[src/rtl/rot_pkg.sv]
// Shared types and helpers for the HEX digit rotation controller.
//   state_e        : controller FSM states (hold / auto-run)
//   PHASE_W        : width of the rotation offset register
//   NUM_CHARS      : characters in the rotating word (u, v, w, x)
//   sel_for_digit  : select code for digit i at a given rotation offset
package rot_pkg;

  typedef enum logic {
    S_HOLD = 1'b0,
    S_RUN  = 1'b1
  } state_e;

  localparam int PHASE_W   = 2;
  localparam int NUM_CHARS = 4;

  // Digit i shows character (i + phase) mod 4. NUM_CHARS equals
  // 2**PHASE_W, so plain PHASE_W-bit addition performs the modulo.
  function automatic logic [PHASE_W-1:0] sel_for_digit(
    input int                 i,
    input logic [PHASE_W-1:0] phase
  );
    logic [PHASE_W-1:0] offset;
    offset = PHASE_W'(i);
    return offset + phase;
  endfunction

endpackage

[src/rtl/tick_prescaler.sv]
// Free-running divider that paces the rotation in auto-run mode.
// Ports:
//   clk    in  system clock, rising edge
//   resetn in  synchronous active-low reset, count returns to 0
//   clr    in  force the count to 0 (has priority over en)
//   en     in  advance the count by one this cycle
//   term   out high while en is set and the count sits at TICK_DIV-1;
//              the count wraps to 0 at that same edge
// With en low the count simply holds.
module tick_prescaler #(
  parameter int TICK_DIV = 50_000_000
) (
  input  logic clk,
  input  logic resetn,
  input  logic clr,
  input  logic en,
  output logic term
);

  localparam int                 CNT_W = (TICK_DIV > 1) ? $clog2(TICK_DIV) : 1;
  localparam logic [CNT_W-1:0]   LAST  = CNT_W'(TICK_DIV - 1);

  logic [CNT_W-1:0] cnt_q;
  logic [CNT_W-1:0] cnt_d;

  assign term = en && (cnt_q == LAST);

  // NOTE: every signal driven in always_comb gets a default at the top,
  // so no path leaves it unassigned and no latch is inferred.
  always_comb begin
    cnt_d = cnt_q;
    if (clr) begin
      cnt_d = '0;
    end else if (en) begin
      cnt_d = term ? '0 : cnt_q + CNT_W'(1);
    end
  end

  // NOTE: state registers use non-blocking assignments only, so every
  // flop samples the values from before the edge regardless of order.
  always_ff @(posedge clk) begin
    if (!resetn) begin
      cnt_q <= '0;
    end else begin
      cnt_q <= cnt_d;
    end
  end

endmodule

[src/rtl/hex_rotate_ctrl.sv]
// Rotation controller for the character-select / 7-segment mux. Rotates
// the 4-character word across NUM_DIGITS digit positions, either once per
// prescaled tick (run=1) or by single-step pulses while held (run=0).
// Ports:
//   clk      in   system clock, rising edge
//   resetn   in   synchronous active-low reset
//   run      in   1 = auto-rotate, 0 = hold
//   step     in   single-step request, rising edge honoured only in hold
//   dir      in   0 = phase+1, 1 = phase-1 (sampled at the update edge)
//   sel_bus  out  select code per digit, digit i at bits [2i+1:2i]
//   phase    out  current rotation offset
//   tick     out  one-cycle pulse in the cycle after each phase change edge
//   running  out  1 while the FSM is in S_RUN
//   blank    out  (only with ROT_BLANK_EN) high for one tick period after
//                 an auto-run wrap; rotation pauses for that period
// Build option: define ROT_BLANK_EN to add the blank output and the pause
// after each wrap. Without it rotation is continuous.
module hex_rotate_ctrl
  import rot_pkg::*;
#(
  parameter int TICK_DIV   = 50_000_000,
  parameter int NUM_DIGITS = 4
) (
  input  logic                    clk,
  input  logic                    resetn,
  input  logic                    run,
  input  logic                    step,
  input  logic                    dir,
  output logic [2*NUM_DIGITS-1:0] sel_bus,
  output logic [PHASE_W-1:0]      phase,
  output logic                    tick,
  output logic                    running
`ifdef ROT_BLANK_EN
  ,
  output logic                    blank
`endif
);

  state_e             state_q, state_d;
  logic [PHASE_W-1:0] phase_q, phase_d;
  logic               tick_q,  tick_d;
  logic               step_q,  step_d;
  logic               advance;
  logic               pre_clr;
  logic               pre_en;
  logic               pre_term;
`ifdef ROT_BLANK_EN
  logic               blank_q, blank_d;
`endif

  // Clear on entry to RUN; count only while staying in RUN. Dropping run
  // deasserts en, so the count holds and a terminal count is not honoured.
  assign pre_clr = (state_q == S_HOLD) && run;
  assign pre_en  = (state_q == S_RUN)  && run;

  tick_prescaler #(
    .TICK_DIV (TICK_DIV)
  ) u_prescaler (
    .clk    (clk),
    .resetn (resetn),
    .clr    (pre_clr),
    .en     (pre_en),
    .term   (pre_term)
  );

  always_comb begin
    state_d = state_q;
    phase_d = phase_q;
    step_d  = step;
    advance = 1'b0;
`ifdef ROT_BLANK_EN
    blank_d = blank_q;
`endif

    case (state_q)
      S_HOLD: begin
        // Entering RUN wins over a coincident step edge.
        if (run) begin
          state_d = S_RUN;
        end else if (step && !step_q) begin
          advance = 1'b1;
        end
      end
      S_RUN: begin
        if (!run) begin
          state_d = S_HOLD;
`ifdef ROT_BLANK_EN
          blank_d = 1'b0;
`endif
        end else if (pre_term) begin
`ifdef ROT_BLANK_EN
          // The terminal count that ends a blank period only clears it;
          // the following one resumes rotation from the wrapped phase.
          if (blank_q) begin
            blank_d = 1'b0;
          end else begin
            advance = 1'b1;
            blank_d = dir ? (phase_q == '0) : (phase_q == '1);
          end
`else
          advance = 1'b1;
`endif
        end
      end
      default: state_d = S_HOLD;
    endcase

    if (advance) begin
      phase_d = dir ? phase_q - PHASE_W'(1) : phase_q + PHASE_W'(1);
    end
    tick_d = advance;
  end

  always_ff @(posedge clk) begin
    if (!resetn) begin
      state_q <= S_HOLD;
      phase_q <= '0;
      tick_q  <= 1'b0;
      step_q  <= 1'b0;
`ifdef ROT_BLANK_EN
      blank_q <= 1'b0;
`endif
    end else begin
      state_q <= state_d;
      phase_q <= phase_d;
      tick_q  <= tick_d;
      step_q  <= step_d;
`ifdef ROT_BLANK_EN
      blank_q <= blank_d;
`endif
    end
  end

  // Decoded from the phase register alone, so the whole bus changes in the
  // same cycle as phase and carries no input-dependent glitches.
  always_comb begin
    sel_bus = '0;
    for (int i = 0; i < NUM_DIGITS; i++) begin
      sel_bus[2*i +: 2] = sel_for_digit(i, phase_q);
    end
  end

  assign phase   = phase_q;
  assign tick    = tick_q;
  assign running = (state_q == S_RUN);
`ifdef ROT_BLANK_EN
  assign blank   = blank_q;
`endif

endmodule

[config.mk]
export PLATFORM = sky130hd
export DESIGN_NAME = hex_rotate_ctrl
export DESIGN_NICKNAME = d
export VERILOG_FILES = /design/src/rtl/rot_pkg.sv /design/src/rtl/tick_prescaler.sv /design/src/rtl/hex_rotate_ctrl.sv
export SDC_FILE = /design/constraint.sdc
export NUM_CORES = 1
export LEC_CHECK = 0
export ABC_AREA = 1
export ABC_CLOCK_PERIOD_IN_PS = 4600
export BUFFER_PORTS_ARGS = -buffer_cell sky130_fd_sc_hd__buf_2
export CELL_PAD_IN_SITES_DETAIL_PLACEMENT = 0
export CELL_PAD_IN_SITES_GLOBAL_PLACEMENT = 1
export CORE_AREA = 2 2 69 71
export DETAILED_ROUTE_END_ITERATION = 10
export DIE_AREA = 0 0 71 73
export PLACE_DENSITY_LB_ADDON = 0.15
export SKIP_CTS_REPAIR_TIMING = 1
export SLEW_MARGIN = 20
export SYNTH_ARGS = -nofsm -noshare
export SYNTH_HDL_FRONTEND = slang
export SYNTH_SLANG_ARGS = --single-unit
[constraint.sdc]
create_clock -name clk -period 4.6 [get_ports clk]
set_input_delay 0.23 -clock clk [delete_from_list [all_inputs] [get_ports clk]]
set_output_delay 0.23 -clock clk [all_outputs]
set_load 0.02 [all_outputs]
==> results of run 1 <==
## layout by cell type (no fill, tap or decap)
cell	Yosys	layout
nor2_4	3	3
nand3_1	15	15
nor2_2	3	3
a31oi_1	2	2
dfxtp_1	31	31
xor2_1	1	1
nand2_8	1	1
clkbuf_1	0	1
inv_2	2	2
nand2_2	10	10
clkinv_1	1	1
nand2_4	2	2
inv_1	35	35
a21o_1	1	1
nand4_1	4	4
xnor2_1	6	6
ha_1	1	1
buf_2	0	16
o21ai_0	2	2
nor2_1	56	56
nor3_1	3	3
inv_4	1	1
a21boi_0	1	1
o21ai_1	1	1
and3_1	1	1
o21ai_2	1	1
clkbuf_8	0	7
nand2_1	65	65
nand3b_1	2	2
nand3_2	1	1
a21oi_1	9	9
## metal layers
metal  up-vias  GRT usage (%)  routed length (microns)
li1        850              -                        -
met1       657           22.1                     2000
met2        26           24.8                     1600
met3         6           4.14                      144
met4         0           5.03                       48
met5         -              0                        0
## stage by stage
stage / utilization (%) / setup slack (ns) / cells
after CTS: 42.9 / 2.95 / 339
after floorplan: - / 3.12 / 266
after global routing: 42.9 / 2.79 / 339
after global placement: 40.7 / 2.97 / 331
final: 42.9 / 2.97 / 339
after detailed placement: 40.7 / 2.97 / 331
## worst min-delay path: cells and delay by family
family / cells / cell delay (ns)
buffers and inverters: 2 / 0.12
AND/OR/NAND/NOR: 1 / 0.04
## cell type report
type	instances	area, sq um	area share (%)
multi-input combinational	191	928	47.7
sequential	31	621	31.9
inverter	39	149	7.65
clock buffer	8	100	5.14
timing repair buffer	16	80.1	4.12
tap	54	67.6	3.47
## cell families after synthesis
family | after synthesis
AOI/OAI and AO/OA | 17
xor gates and xnor gates | 7
adders and majority gates | 1
buffers and inverters | 44
DFF | 31
and+or+nand+nor | 166
## report_power, final
part	leakage (uW)	total (uW)	internal, uW	switching, uW
sequential	0.000251	273	271	2.34
clock	0.0000515	240	137	103
combinational	0.000524	42.9	14.0	28.9
total	0.000826	556	422	135
## flip-flops by register name, indices dropped and copies added (netlist names)
register,flops
u_prescaler.cnt_q,26
step_q,1
phase,2
tick,1
running,1
## worst min path at each step
stage | startpoint | end | slack, ns | depth (start not counted)
2_1_floorplan | run | running | 0.32 | 2
3_3_place_gp | step | step_q | 0.43 | 3
3_5_place_dp | step | step_q | 0.44 | 3
4_1_cts | step | step_q | 0.14 | 3
5_1_grt | step | step_q | 0.16 | 3
6_report | step | step_q | 0.15 | 3
==> flow_metrics.py, run 1 <==
metrics = {
    "logic_synthesis": {
        "synthXorXnorAreaFrac_pct": 3.52,
        "synth_area_leaders": "dfxtp_1 36%, nand2_1 14%, nor2_1 12%",
        "syn-num-nets": 272,
        "synth_top_cell_area_share_pct": 35.6,
        "yosysMostFrequentCell": "nand2_1",
        "yosysUniqueCellTypes": 30,
        "synth_top_family_by_area": "simple AND/OR/NAND/NOR gates",
        "synthArstFlopShare_pct": 0,
        "seq_area_frac_synth_pct": 35.6,
        "synthTopCellsByCount": "65 x nand2_1, 56 x nor2_1, 35 x inv_1",
        "yosys_warnings": 0,
        "synth.avg_cell_area_sq_um": 6.55,
        "syn_area_sq_mm": 0.00174,
        "synth-edff-count": 0,
        "postSynthCellCount": 266,
        "synth_seq_cells": 31,
        "synth_adder_area_share_pct": 0.718,
        "synth-simple-area-share_pct": 43.5,
        "synth_compound_area_share_pct": 5.53,
        "synth_area_leader_cell": "dfxtp_1",
        "synth_mux_area_share_pct": 0,
        "synth_ff_type": "dfxtp_1",
    },
    "placed_design": {
        "hpwl_microns": 2910,
        "finalWeightedCongestion": 0.778,
        "placement.io_buffers": 16,
        "dpl_cell_area_sq_mm": 0.00185,
    },
    "layout": {
        "layout-drive-gt1-share_pct": 16.5,
        "fin_nets": 290,
        "antenna_cells": 0,
        "nFillCells": 491,
        "final_area_sq_mm": 0.00195,
        "synthToLayoutAreaGrowth_pct": 11.6,
    },
    "grt": {
        "grt_pass1_vias": 1395,
        "grt_usage_pct": 16.1,
        "grt_antenna_before_repair": 0,
        "grt_start_max_net_pins": 17,
        "grt_pass1_wl_microns": 6500,
        "grt.overflow.total": 0,
    },
    "drt": {
        "drt_iter0_drc": 83,
        "drc": 0,
        "postRouteAntennaNets": 0,
        "wl_microns": 3800,
        "first_pass_iters": 4,
        "drt-vias-per-instance": 4.54,
        "num_vias": 1539,
        "wl_per_cell_microns": 11.2,
    },
    "setup_path": {
        "rrSetupSlack_ns": 2.97,
        "worstPathRequired_ns": 4.82,
        "r2r_start": "u_prescaler.cnt_q[0]",
        "slowest_delay_ns": 0.34,
        "rr_worst_depth": 10,
        "critical_path.endpoint_type": "flop",
        "path_depth": 10,
        "cp_max_fo": 16,
        "crit_start": "u_prescaler.cnt_q[0]",
        "critPathCapture": "u_prescaler.cnt_q[10]",
        "r2r-end": "u_prescaler.cnt_q[10]",
        "crit_family": "simple AND/OR/NAND/NOR gates",
        "cp.buffers_inverters": 2,
        "critical_path_class": "flop to flop",
        "arrival_ns": 1.85,
        "cp_common_cell": "nand2_1",
        "critical_path.slowest_cell": "dfxtp_1",
        "start_kind": "flop",
        "crit_path_cell_trace": "ha_1, nand3_1, clkinv_1, nand2_1, nor2_2, nand2_4, nand2_8, inv_4, nand2_1, nor2_1",
    },
    "floorplanning": {
        "initial_core_util_pct": 38.4,
        "die_h_microns": 73,
        "pin_count": 17,
        "design.die.area_sq_mm": 0.00518,
        "coreArea_sq_mm": 0.00454,
        "rows": 25,
        "die_width_microns": 71,
    },
    "clocking": {
        "clk-insertion-delay-late_ns": 0.28,
        "cts_buffers": 5,
        "h-tree-depth": 2,
        "clockRootBuffer": "clkbuf_8",
        "cts_tree": "built",
        "clk_path_buf_depth": 2,
        "clock-sinks": 31,
        "path_clk_slew_ns": 0.06,
    },
    "sta": {
        "setup_tns_ns": 0,
        "worst_pin_slew_ns": 0.318,
        "fmax_mhz": 615,
        "slew_headroom_pct": 78.8,
        "hold_ws_ns": 0.147,
        "setup_violations": 0,
        "hold_viol_final": 0,
        "skew_ns": 0.00558,
        "slew_violations": 0,
        "period_minus_slack_ns": 1.63,
        "timing.final.crit_share_pct": 35.4,
        "rsz0062_at_grt": "false",
    },
    "pwr": {
        "power.density_mw_per_mm2": 286,
        "p_leak_uw": 0.000826,
        "irDropWorstVdd_uv": 124,
        "total_power_uw": 556,
    },
    "flow_run": {
        "cap_violations": 0,
    },
    "hold_path": {
        "worst_hold_path_type": "input port to flop",
    },
    "outcome": {
        "status": "completed",
    },
}
No activity file was read; power rests on OpenSTA's default activity.
==> inputs of run 2 (changes only) <==
- ABC_AREA: 1 -> 0
- ABC_CLOCK_PERIOD_IN_PS: 4600 -> 1700
- CORE_AREA: 2 2 69 71 -> 2 2 66 68
- DIE_AREA: 0 0 71 73 -> 0 0 68 70
- clock period: 4.6 -> 1.7 ns (I/O delays scaled with it)
==> run 2 against run 1 <==
Via count is 17% lower. Hold slack lost 0.13 ns. Clock skew shrank 0.0015 ns. Count of clock-buffer cells in the layout fell by 2. Combinational power grew to 2.7 times the previous value. Die area is 8.2% lower. Sequential cell count is the same.
==> flow_metrics.py, run 2 <==
metrics = {
    "layout": {
        "fin_nets": 214,
        "layout_commonest_cell": "nor2_1",
        "antenna_cells": 0,
        "nFillCells": 411,
        "regMostFlops": "u_prescaler.cnt_q",
        "layout.area.seq_sq_um": 629,
        "stdcell_count": 259,
        "final_area_sq_mm": 0.00192,
        "layout_common_cells": "28 x nor2_1, 24 x dfxtp_1, 17 x xnor2_1, 17 x buf_4, 16 x buf_2",
        "multi_input_area_sq_um": 913,
        "largest_reg_flops": 26,
        "layout-drive-gt1-share_pct": 30.0,
        "synthToLayoutAreaGrowth_pct": 19.0,
    },
    "setup_path": {
        "crit_path_cell_trace": "nand4_4, or2_1, buf_4, nor4_4, xnor2_1, nor2_1",
        "rrSetupSlack_ns": 0.07,
        "start_kind": "flop",
        "critical_path_class": "flop to flop",
        "slowest_delay_ns": 0.42,
        "critical_path.slowest_cell": "dfxtp_1",
        "crit_family": "simple AND/OR/NAND/NOR gates",
        "critical_path.endpoint_type": "flop",
        "arrival_ns": 1.80,
        "cp_max_fo": 5,
        "cp.buffers_inverters": 1,
        "worstPathRequired_ns": 1.87,
    },
    "grt": {
        "grt.overflow.total": 0,
        "grt_start_max_net_pins": 24,
        "grt_pass1_vias": 1226,
        "grt_usage_pct": 15.2,
        "grt_antenna_before_repair": 0,
        "grt_pass1_wl_microns": 5420,
    },
    "logic_synthesis": {
        "synth_seq_cells": 31,
        "yosysMostFrequentCell": "dfxtp_1",
        "synth_top_cell_area_share_pct": 38.5,
        "yosys_warnings": 0,
        "syn_area_sq_mm": 0.00161,
        "synthArstFlopShare_pct": 0,
        "synth.avg_cell_area_sq_um": 9.05,
        "syn-num-nets": 184,
        "synthTopCellsByCount": "31 x dfxtp_1, 28 x nor2_1, 17 x xnor2_1",
        "synth_area_leader_cell": "dfxtp_1",
        "yosysUniqueCellTypes": 34,
        "postSynthCellCount": 178,
        "synth_ff_type": "dfxtp_1",
        "synth_area_leaders": "dfxtp_1 39%, xnor2_1 9.2%, nor4_4 6.6%",
        "synth-edff-count": 0,
        "seq_area_frac_synth_pct": 38.5,
    },
    "sta": {
        "hold_viol_final": 0,
        "period_minus_slack_ns": 1.63,
        "setup_tns_ns": 0,
        "rsz0062_at_grt": "true",
        "skew_ns": 0.00410,
        "setup_violations": 0,
        "setup_ws_ns": 0.0736,
        "slew_headroom_pct": 69.9,
        "slew_violations": 0,
        "worst_pin_slew_ns": 0.446,
        "fmax_mhz": 615,
        "timing.final.crit_share_pct": 95.7,
    },
    "clocking": {
        "cts_tree": "built",
        "clockRootBuffer": "clkbuf_8",
        "cts_buffers": 5,
        "clock-sinks": 31,
        "h-tree-depth": 2,
        "clk-insertion-delay-late_ns": 0.28,
        "clk_path_buf_depth": 2,
        "path_clk_slew_ns": 0.06,
    },
    "pwr": {
        "p_leak_uw": 0.000736,
        "irDropWorstVdd_uv": 376,
        "power.density_mw_per_mm2": 723,
        "total_power_uw": 1390,
    },
    "placed_design": {
        "dpl.cell_count": 250,
        "hpwl_microns": 2380,
        "pre_cts_slack_ns": 0.0170,
        "finalWeightedCongestion": 0.830,
        "dpl_cell_area_sq_mm": 0.00179,
        "placement.io_buffers": 16,
    },
    "floorplanning": {
        "die_width_microns": 68,
        "design.die.area_sq_mm": 0.00476,
        "pin_count": 17,
        "coreArea_sq_mm": 0.00414,
        "die_h_microns": 70,
        "initial_core_util_pct": 38.9,
        "rows": 24,
    },
    "drt": {
        "wl_microns": 3380,
        "num_vias": 1283,
        "drc": 0,
        "first_pass_iters": 4,
        "drt_iter0_drc": 65,
        "drt-vias-per-instance": 4.95,
        "wl_per_cell_microns": 13.0,
        "postRouteAntennaNets": 0,
    },
    "flow_run": {
        "cap_violations": 0,
    },
    "hold_path": {
        "worst_hold_path_type": "input port to flop",
    },
    "outcome": {
        "status": "completed",
    },
}
[run 2: changes by cell type after synthesis, moves of 8 or more]
| cell | previous run | this run |
|---|---|---|
| xnor2_1 | 6 | 17 |
| nor2_1 | 56 | 28 |
| nand2_1 | 65 | 15 |
| xor2_1 | 1 | 9 |
| inv_1 | 35 | 8 |
| nand3_1 | 15 | 6 |
| nand2_2 | 10 | 1 |
| a21oi_1 | 9 | 0 |
[run 2: final cells by class]
class	count	share of cell area, %
multi-input cells	129	47.6
repair buffers	33	10.8
well taps	52	3.39
flip-flops and latches	31	32.8
inverters	8	1.57
clock buffers	6	3.78
[run 2: path summary, 6_finish.rpt]
check	end	startpoint	cells after the start
setup / recovery	u_prescaler.cnt_q[17]	u_prescaler.cnt_q[5]	6
hold / removal	step_q	step	2
setup reg to reg	u_prescaler.cnt_q[17]	u_prescaler.cnt_q[5]	6
hold reg to reg	u_prescaler.cnt_q[22]	u_prescaler.cnt_q[22]	2
[run 2: metal layers]
metal	track usage, %	part of all wire [%]
met4	6.00	1.2
met2	26.2	51
met5	0	0
met1	16.6	44
met3	4.83	4.0
[run 2: metrics by stage]
| step | util, % | hold WS, ns |
|---|---|---|
| 5_1_grt | 46.3 | 0.0227 |
| 4_1_cts | 44.9 | 0.0124 |
| 2_1_floorplan | - | 0.212 |
| 3_5_place_dp | 43.1 | 0.305 |
| 6_report | 46.3 | 0.0197 |
| 3_3_place_gp | 43.1 | 0.302 |
[run 2: worst register-to-register path, cell delays in order (launching register included)]
cell and delay (ns):
dfxtp_1 0.42, nand4_4 0.12, or2_1 0.30, buf_4 0.19
nor4_4 0.29, xnor2_1 0.15, nor2_1 0.05
[run 2: power breakdown]
part           internal [uW]  switching, uW
Clock                    272            254
Sequential               735           12.0
Combinational           40.1           73.5
Total                   1050            340
[run 2: cell families (layout without fill, tap and decap cells)]
family          Yosys count  count (layout)  synth area share (%)
simple gates             95              96                  36.4
flops                    31              31                  38.5
xor+xnor                 26              26                  14.1
buf+inv                  19              47                  7.53
compound gates            5               5                  2.02
fa+ha+maj                 1               1                 0.776
mux                       1               1                 0.621
